File: src/rtl/ysyx_23060332_mem_arbiter_if.sv
// Bus bundle for the memory arbiter: IFU and LSU front-end handshakes plus the shared memory port.
// The arbiter uses the slave view; the master view is the surrounding environment.
interface ysyx_23060332_mem_arbiter_if #(
    parameter int ADDR_W = 32,
    parameter int DATA_W = 32
);
    localparam int MASK_W = DATA_W / 8;

    logic              ifu_req_valid;
    logic              ifu_req_ready;
    logic [ADDR_W-1:0] ifu_addr;
    logic              ifu_resp_valid;
    logic [DATA_W-1:0] ifu_rdata;

    logic              lsu_req_valid;
    logic              lsu_req_ready;
    logic [ADDR_W-1:0] lsu_addr;
    logic              lsu_wen;
    logic [DATA_W-1:0] lsu_wdata;
    logic [MASK_W-1:0] lsu_wmask;
    logic              lsu_resp_valid;
    logic [DATA_W-1:0] lsu_rdata;

    logic              mem_req_valid;
    logic              mem_req_ready;
    logic [ADDR_W-1:0] mem_addr;
    logic              mem_wen;
    logic [DATA_W-1:0] mem_wdata;
    logic [MASK_W-1:0] mem_wmask;
    logic              mem_resp_valid;
    logic [DATA_W-1:0] mem_rdata;

    modport slave (
        input  ifu_req_valid, ifu_addr,
        output ifu_req_ready, ifu_resp_valid, ifu_rdata,
        input  lsu_req_valid, lsu_addr, lsu_wen, lsu_wdata, lsu_wmask,
        output lsu_req_ready, lsu_resp_valid, lsu_rdata,
        output mem_req_valid, mem_addr, mem_wen, mem_wdata, mem_wmask,
        input  mem_req_ready, mem_resp_valid, mem_rdata
    );

    modport master (
        output ifu_req_valid, ifu_addr,
        input  ifu_req_ready, ifu_resp_valid, ifu_rdata,
        output lsu_req_valid, lsu_addr, lsu_wen, lsu_wdata, lsu_wmask,
        input  lsu_req_ready, lsu_resp_valid, lsu_rdata,
        input  mem_req_valid, mem_addr, mem_wen, mem_wdata, mem_wmask,
        output mem_req_ready, mem_resp_valid, mem_rdata
    );
endinterface

File: src/rtl/ysyx_23060332_mem_arbiter.sv
// Round-robin arbiter sharing one data-memory port between IFU and LSU,
// with a single registered transaction outstanding at a time.
module ysyx_23060332_mem_arbiter #(
    parameter int ADDR_W = 32,
    parameter int DATA_W = 32
) (
    input  logic clk,
    input  logic rst_n,
    ysyx_23060332_mem_arbiter_if.slave bus,
    output logic busy,
    output logic owner
);
    localparam int MASK_W = DATA_W / 8;

    typedef enum logic [1:0] {IDLE, REQ, WAIT} state_t;

    state_t            state_q, state_d;
    logic              owner_q, owner_d;
    logic [ADDR_W-1:0] addr_q, addr_d;
    logic              wen_q, wen_d;
    logic [DATA_W-1:0] wdata_q, wdata_d;
    logic [MASK_W-1:0] wmask_q, wmask_d;
    logic [DATA_W-1:0] ifu_rdata_q, ifu_rdata_d;
    logic [DATA_W-1:0] lsu_rdata_q, lsu_rdata_d;
    logic              ifu_resp_q, ifu_resp_d;
    logic              lsu_resp_q, lsu_resp_d;
    logic              grant_lsu, grant_ifu;

    // On a tie the requester that did not own the last grant wins.
    assign grant_lsu = bus.lsu_req_valid & (~bus.ifu_req_valid | ~owner_q);
    assign grant_ifu = bus.ifu_req_valid & ~grant_lsu;

    always_ff @(posedge clk or negedge rst_n) begin
        if (!rst_n) begin
            state_q     <= IDLE;
            owner_q     <= 1'b0;
            addr_q      <= '0;
            wen_q       <= 1'b0;
            wdata_q     <= '0;
            wmask_q     <= '0;
            ifu_rdata_q <= '0;
            lsu_rdata_q <= '0;
            ifu_resp_q  <= 1'b0;
            lsu_resp_q  <= 1'b0;
        end else begin
            state_q     <= state_d;
            owner_q     <= owner_d;
            addr_q      <= addr_d;
            wen_q       <= wen_d;
            wdata_q     <= wdata_d;
            wmask_q     <= wmask_d;
            ifu_rdata_q <= ifu_rdata_d;
            lsu_rdata_q <= lsu_rdata_d;
            ifu_resp_q  <= ifu_resp_d;
            lsu_resp_q  <= lsu_resp_d;
        end
    end

    always_comb begin
        state_d     = state_q;
        owner_d     = owner_q;
        addr_d      = addr_q;
        wen_d       = wen_q;
        wdata_d     = wdata_q;
        wmask_d     = wmask_q;
        ifu_rdata_d = ifu_rdata_q;
        lsu_rdata_d = lsu_rdata_q;
        ifu_resp_d  = 1'b0;
        lsu_resp_d  = 1'b0;
        case (state_q)
            IDLE: begin
                if (grant_lsu) begin
                    owner_d = 1'b1;
                    addr_d  = bus.lsu_addr;
                    wen_d   = bus.lsu_wen;
                    wdata_d = bus.lsu_wdata;
                    wmask_d = bus.lsu_wmask;
                    state_d = REQ;
                end else if (grant_ifu) begin
                    owner_d = 1'b0;
                    addr_d  = bus.ifu_addr;
                    wen_d   = 1'b0;
                    wdata_d = '0;
                    wmask_d = '0;
                    state_d = REQ;
                end
            end
            REQ: begin
                if (bus.mem_req_ready) state_d = WAIT;
            end
            WAIT: begin
                if (bus.mem_resp_valid) begin
                    if (owner_q) begin
                        lsu_rdata_d = bus.mem_rdata;
                        lsu_resp_d  = 1'b1;
                    end else begin
                        ifu_rdata_d = bus.mem_rdata;
                        ifu_resp_d  = 1'b1;
                    end
                    state_d = IDLE;
                end
            end
            default: state_d = IDLE;
        endcase
    end

    // Ready is gated by reset so nothing looks accepted while reset is held.
    assign bus.ifu_req_ready  = rst_n & (state_q == IDLE) & grant_ifu;
    assign bus.lsu_req_ready  = rst_n & (state_q == IDLE) & grant_lsu;
    assign bus.ifu_resp_valid = ifu_resp_q;
    assign bus.ifu_rdata      = ifu_rdata_q;
    assign bus.lsu_resp_valid = lsu_resp_q;
    assign bus.lsu_rdata      = lsu_rdata_q;
    assign bus.mem_req_valid  = (state_q == REQ);
    assign bus.mem_addr       = addr_q;
    assign bus.mem_wen        = wen_q;
    assign bus.mem_wdata      = wdata_q;
    assign bus.mem_wmask      = wmask_q;
    assign busy               = (state_q != IDLE);
    assign owner              = owner_q;
endmodule

File: src/flat_wrapper.sv
// flat-port wrapper written by rule: the top's interface ports become plain ports
module ysyx_23060332_mem_arbiter_flat 
#(
    parameter int ADDR_W = 32,
    parameter int DATA_W = 32
)
  (clk, rst_n, busy, owner, bus_ifu_req_valid, bus_ifu_addr, bus_ifu_req_ready, bus_ifu_resp_valid, bus_ifu_rdata, bus_lsu_req_valid, bus_lsu_addr, bus_lsu_wen, bus_lsu_wdata, bus_lsu_wmask, bus_lsu_req_ready, bus_lsu_resp_valid, bus_lsu_rdata, bus_mem_req_valid, bus_mem_addr, bus_mem_wen, bus_mem_wdata, bus_mem_wmask, bus_mem_req_ready, bus_mem_resp_valid, bus_mem_rdata);
  ysyx_23060332_mem_arbiter_if #(.ADDR_W(ADDR_W), .DATA_W(DATA_W)) bus_i ();
  input  logic clk;
  input  logic rst_n;
  output logic busy;
  output logic owner;
  input wire logic [$bits(bus_i.ifu_req_valid)-1:0] bus_ifu_req_valid;
  input wire logic [$bits(bus_i.ifu_addr)-1:0] bus_ifu_addr;
  output wire logic [$bits(bus_i.ifu_req_ready)-1:0] bus_ifu_req_ready;
  output wire logic [$bits(bus_i.ifu_resp_valid)-1:0] bus_ifu_resp_valid;
  output wire logic [$bits(bus_i.ifu_rdata)-1:0] bus_ifu_rdata;
  input wire logic [$bits(bus_i.lsu_req_valid)-1:0] bus_lsu_req_valid;
  input wire logic [$bits(bus_i.lsu_addr)-1:0] bus_lsu_addr;
  input wire logic [$bits(bus_i.lsu_wen)-1:0] bus_lsu_wen;
  input wire logic [$bits(bus_i.lsu_wdata)-1:0] bus_lsu_wdata;
  input wire logic [$bits(bus_i.lsu_wmask)-1:0] bus_lsu_wmask;
  output wire logic [$bits(bus_i.lsu_req_ready)-1:0] bus_lsu_req_ready;
  output wire logic [$bits(bus_i.lsu_resp_valid)-1:0] bus_lsu_resp_valid;
  output wire logic [$bits(bus_i.lsu_rdata)-1:0] bus_lsu_rdata;
  output wire logic [$bits(bus_i.mem_req_valid)-1:0] bus_mem_req_valid;
  output wire logic [$bits(bus_i.mem_addr)-1:0] bus_mem_addr;
  output wire logic [$bits(bus_i.mem_wen)-1:0] bus_mem_wen;
  output wire logic [$bits(bus_i.mem_wdata)-1:0] bus_mem_wdata;
  output wire logic [$bits(bus_i.mem_wmask)-1:0] bus_mem_wmask;
  input wire logic [$bits(bus_i.mem_req_ready)-1:0] bus_mem_req_ready;
  input wire logic [$bits(bus_i.mem_resp_valid)-1:0] bus_mem_resp_valid;
  input wire logic [$bits(bus_i.mem_rdata)-1:0] bus_mem_rdata;
  assign bus_i.ifu_req_valid = bus_ifu_req_valid;
  assign bus_i.ifu_addr = bus_ifu_addr;
  assign bus_ifu_req_ready = bus_i.ifu_req_ready;
  assign bus_ifu_resp_valid = bus_i.ifu_resp_valid;
  assign bus_ifu_rdata = bus_i.ifu_rdata;
  assign bus_i.lsu_req_valid = bus_lsu_req_valid;
  assign bus_i.lsu_addr = bus_lsu_addr;
  assign bus_i.lsu_wen = bus_lsu_wen;
  assign bus_i.lsu_wdata = bus_lsu_wdata;
  assign bus_i.lsu_wmask = bus_lsu_wmask;
  assign bus_lsu_req_ready = bus_i.lsu_req_ready;
  assign bus_lsu_resp_valid = bus_i.lsu_resp_valid;
  assign bus_lsu_rdata = bus_i.lsu_rdata;
  assign bus_mem_req_valid = bus_i.mem_req_valid;
  assign bus_mem_addr = bus_i.mem_addr;
  assign bus_mem_wen = bus_i.mem_wen;
  assign bus_mem_wdata = bus_i.mem_wdata;
  assign bus_mem_wmask = bus_i.mem_wmask;
  assign bus_i.mem_req_ready = bus_mem_req_ready;
  assign bus_i.mem_resp_valid = bus_mem_resp_valid;
  assign bus_i.mem_rdata = bus_mem_rdata;
  ysyx_23060332_mem_arbiter #(.ADDR_W(ADDR_W), .DATA_W(DATA_W)) u_core (.clk(clk), .rst_n(rst_n), .bus(bus_i), .busy(busy), .owner(owner));
endmodule
File: config.mk
export PLATFORM = sky130hd
export DESIGN_NAME = ysyx_23060332_mem_arbiter_flat
export DESIGN_NICKNAME = d
export VERILOG_FILES = /design/src/rtl/ysyx_23060332_mem_arbiter_if.sv /design/src/rtl/ysyx_23060332_mem_arbiter.sv /design/src/flat_wrapper.sv
export SDC_FILE = /design/constraint.sdc
export NUM_CORES = 1
export LEC_CHECK = 0
export CAP_MARGIN = 20
export CORE_MARGIN = 4
export CORE_UTILIZATION = 43
export DETAILED_ROUTE_END_ITERATION = 10
export PLACE_DENSITY = 0.85
export SKIP_CTS_REPAIR_TIMING = 1
export SYNTH_ARGS = -nofsm -noshare
export SYNTH_HDL_FRONTEND = slang
export SYNTH_SLANG_ARGS = --single-unit
File: constraint.sdc
create_clock -name clk -period 2.4 [get_ports clk]
set_clock_uncertainty 0.15 [all_clocks]
set_input_delay 0.48 -clock clk [delete_from_list [all_inputs] [get_ports clk]]
set_output_delay 0.48 -clock clk [all_outputs]
set_load 0.01 [all_outputs]
* After elaboration in Yosys (flattened, before gate mapping)
Cells that the tools add are included.
** Word-level totals
- Flip-flop bits (word level) :: 138
- Latch bits :: 0
- RAM bits :: 0
- Memory bits (read-only) :: 0
- Input bits :: 139
- Output and inout port bits :: 140
- Word-level logic and storage cells :: 51
- Memories kept :: 0
** Operators by class
- $add $sub $neg :: 0
- $mul :: 0
- Div/mod/pow operators :: 0
- Order comparisons :: 0
- Equality and inequality tests :: 5
- Shifts and indexed selects :: 0
- Muxes and demuxes :: 20
- Bitwise gates (word level) :: 9
- Reduce and logical (&&, ||, !) cells :: 7
** Operators with widths (count)
- $mux 32 :: 4
- $mux 1 :: 9
- $reduce_and 3->1 :: 3
- $mux 2 :: 4
- $mux 4 :: 2
- $pmux 2 s3 :: 1
- $and 1x1->1 :: 5
- $reduce_bool 2->1 :: 2
- $ne 3x1->1 const B :: 1
- $not 1->1 :: 3
- $eq 2x1->1 const B :: 1
- $eq 2x2->1 const B :: 1
- $logic_not 2->1 :: 1
- $ne 2x1->1 const B :: 1
- $ne 2x2->1 const B :: 1
- $reduce_and 2->1 :: 1
- $or 1x1->1 :: 1

* Logic depth before layout (Yosys ltp)
Gate-level depths: netlist (run 1).
- Depth in word-level cells :: 8
- Depth in mapped cells :: 6
- Depth with buffers taken out :: 3

* Worst setup path after synthesis (run 1)
Ideal clock, no wire load.
- Kind :: input to output
- From :: input bus_lsu_req_valid
- To :: output bus_lsu_req_ready
- Arrival :: 1234 ps
- Data required time :: 1770 ps
- Path slack :: 536 ps
- Cell stages on the path :: 3
- Buffers on the path :: 1
- Cell sequence :: a21boi_2 > clkbuf_1 > and3_1
** Between the ends
- Longest elaborated chain between the ends :: 2
** RTL lines
- start: declaration :: RTL line flat_wrapper.sv:18 : input wire logic [$bits(bus_i.lsu_req_valid)-1:0] bus_lsu_req_valid;
- $and 1x1->1 :: RTL line ysyx_23060332_mem_arbiter.sv:30 : assign grant_lsu = bus.lsu_req_valid & (~bus.ifu_req_valid | ~owner_q);
- $and 1x1->1 :: RTL line ysyx_23060332_mem_arbiter.sv:109 : assign bus.lsu_req_ready = rst_n & (state_q == IDLE) & grant_lsu;
- end: declaration :: RTL line flat_wrapper.sv:23 : output wire logic [$bits(bus_i.lsu_req_ready)-1:0] bus_lsu_req_ready;
No other way between the ends.

* Final worst setup path (run 1)
- From :: register u_core.state_q[0]
- To :: output busy
** Between the ends
- Longest elaborated chain between the ends :: 1
** RTL lines
- start: declaration :: RTL line ysyx_23060332_mem_arbiter.sv:17 : state_t state_q, state_d;
- start signal: assignment :: RTL line ysyx_23060332_mem_arbiter.sv:46 : state_q <= state_d;
- $reduce_bool 2->1 :: RTL line ysyx_23060332_mem_arbiter.sv:119 : assign busy = (state_q != IDLE);
- end: declaration :: RTL line flat_wrapper.sv:11 : output logic busy;
No other way between the ends.

==> results of run 1 <==
## worst min-delay path by stage
stage                from                      end  slack [ns]  cells after the start
global placement    rst_n   u_core.bus.mem_addr[2]        0.32                      2
global route        rst_n  u_core.bus.mem_wmask[3]        0.18                      2
CTS                 rst_n   u_core.bus.mem_addr[1]       -0.12                      2
detailed placement  rst_n   u_core.bus.mem_addr[7]        0.33                      2
finish              rst_n  u_core.bus.mem_wmask[3]        0.11                      2
floorplan           rst_n  u_core.bus.ifu_rdata[0]        0.03                      0
## layout by cell type, fill, tap and decap left out, drive strengths merged, types with 2 or more instances in the layout
| cell type | Yosys | final |
|---|---|---|
| nand2 | 65 | 65 |
| dfrtp | 138 | 138 |
| clkinvlp | 0 | 2 |
| a21oi | 32 | 32 |
| clkbuf | 14 | 23 |
| clkdlybuf4s50 | 0 | 274 |
| mux2 | 64 | 64 |
| clkinv | 0 | 3 |
| inv | 3 | 4 |
| a31oi | 32 | 32 |
| a22o | 38 | 38 |
| buf | 19 | 25 |
| nor2 | 3 | 3 |
| bufinv | 0 | 3 |
| dlymetal6s2s | 0 | 3 |
## stage by stage
step	setup TNS [ns]	instances	hold WS, ns	total power [µW]	setup slack [ns]
floorplan	0	420	0.03441	6339	0.5364
global placement	-0.2028	856	0.3223	9255	-0.1530
detailed placement	-0.2264	856	0.3281	9488	-0.1589
CTS	-0.3692	888	-0.1156	12290	-0.1859
global route	0	894	0.1770	12900	0.006623
finish	0	894	0.1124	12270	0.07591
## power by group
part | internal (µW) | leakage [µW] | switching [µW]
logic | 3230 | 0.00210 | 2230
clock network | 1750 | 0.000300 | 967
registers | 3420 | 0.00169 | 667
## routing by layer
metal  wire length (µm)  vias up  global-route usage [%]
met2               8864      246                   40.28
met1               6496     2254                   27.21
met4                462        0                   9.524
met5                  0        -                       0
li1                   -     2074                       -
met3               1622       37                   9.517
## logic make-up after synthesis
family | count (synthesis) | synth area share, %
AOI/OAI and AO/OA | 106 | 13.08
buffers and inverters | 36 | 3.939
DFF | 138 | 62.12
and+or+nand+nor | 76 | 5.942
muxes | 64 | 14.92
## sequential cells by signal, summed over array words and instances, names as in the netlist
name and count:
u_core.bus.ifu_rdata 32, u_core.bus.lsu_rdata 32, u_core.bus.mem_addr 32, u_core.bus.mem_wdata 32, u_core.bus.mem_wmask 4, u_core.state_q 2
u_core.bus.ifu_resp_valid 1, u_core.bus.lsu_resp_valid 1, u_core.bus.mem_wen 1, u_core.owner 1
## worst register-to-register path: stages (launching register included)
cell      delay, ns
dfrtp_1        0.41
buf_4          0.18
and4bb_2       0.32
buf_12         0.26
mux2_2         0.39
## layout make-up
cell class                 count  area, µm²
fill                         855       3362
multi-input combinational    246       1901
clock buffer                  23      488.0
inverter                       3      11.26
tap                          172      215.2
timing repair buffer         303       3052
clock inverter                 9      136.4
sequential                   138       3455
==> flow_summary.ini, run 1 <==
[run_status]
status = complete, no violations

[yosys]
synth_top_area_cell = dfrtp_1
async_reset_ff_share_pct = 100.0
synth_nets = 559
yosysMostFrequentCell = dfrtp_1
ys_top_cells_by_count = dfrtp_1, nand2_1, a22o_1
yosysTopAreaCellShare_pct = 62.12
syn_area_mm2 = 0.005559
synth_seq_cells = 138
syn_avg_cell_area_um2 = 13.24
synthTopCellsByArea = dfrtp_1, mux2_4, a22o_1
yosysSeqAreaShare_pct = 62.12
synth_edf_count = 0
ys_warn_count = 0
ys_dominant_reg_cell = dfrtp_1
ys_types = 27
syn-instance-count = 420

[run]
cap_violations = 0

[worst_setup_path]
path_class = flop to output port
cpPeakStageDelay_ns = 0.47
critPathTopFamily = buffers and inverters
cp_data_required_time_ns = 1.77
cp_max_fo = 11
cp.arrival_ns = 1.69
slowest_stage = clkdlybuf4s50_1
start_kind = flop
crit_cells = 4
path_cells = nor2_4 -> buf_8 -> inv_1 -> clkdlybuf4s50_1
ff2ff_path_depth = 4
reg2reg_slack_ns = 0.57
crit_path_end = busy
worstReg2RegStart = u_core.owner
crit_buf_inv = 3
critPathCaptureType = output port
rr_endpoint = u_core.bus.ifu_rdata[30]
startpoint = u_core.state_q[0]

[sta]
period_minus_slack_ns = 2.324
rsz0062_at_grt = false
worst_pin_slew_ns = 0.7656
finalMaxSlewViolations = 0
max_freq_mhz = 430.3
timing.final.crit_share_pct = 96.84
hold_viol = 0
setup_viol = 0
relSlewSlack_pct = 48.96

[clocking]
clock-sinks = 138
h-tree-depth = 4
cts_made_buffers = 17
cts_tree = yes
cts_root_buffer = clkbuf_16
clockBufferDepth = 2
clock_latency_ns = 0.40
clk_pin_slew_ns = 0.06

[floorplan]
start_util_pct = 44.05
die_x_um = 121.7
fp.dieH_um = 121.7
io_pins = 279
num_rows = 41
die-area_mm2 = 0.01481
core_region_area_mm2 = 0.01262

[power]
ir_drop_v = 0.0005521
p_leak_uw = 0.004093
p_per_area_mw_per_mm2 = 1325

[global_route]
antenna_found_initial = 0
grt_pass1_wl_um = 26970
grt_max_degree = 63
overflow = 0
grtUsageTotal_pct = 23.88
grt_pass1_vias = 4985

[detailed_routing]
drc_errors = 0
via_count = 4611
antenna_left = 0
dr.pass1.iters = 5
viasPerCell = 5.158
wire_per_inst_um = 19.51
drtIter0Drc = 275
wl_um = 17450

[placed_design]
place_area_mm2 = 0.008562
dp_hpwl_um = 12800
place.gp.congestion = 0.7880
io_buffers = 278

[finish]
utilization_pct = 73.36
finish.instance_area_mm2 = 0.009258
drive_gt1_share_pct = 13.30
nets = 848
syn_to_final_growth_pct = 66.53
antennaDiodeCount = 0

[min_path]
hold_class = primary input to async pin
Note: power is estimated with default switching activity, not from simulation.
==> inputs of run 2 (changes only) <==
--- a/config.mk
+++ b/config.mk
@@ -9,6 +9,7 @@
 export CORE_MARGIN = 4
 export CORE_UTILIZATION = 43
 export DETAILED_ROUTE_END_ITERATION = 10
+export GPL_ROUTABILITY_DRIVEN = 0
 export PLACE_DENSITY = 0.85
 export SKIP_CTS_REPAIR_TIMING = 1
 export SYNTH_ARGS = -nofsm -noshare
==> results of run 2 <==
Final layout, timing and power as in run 1 (identical DEF).
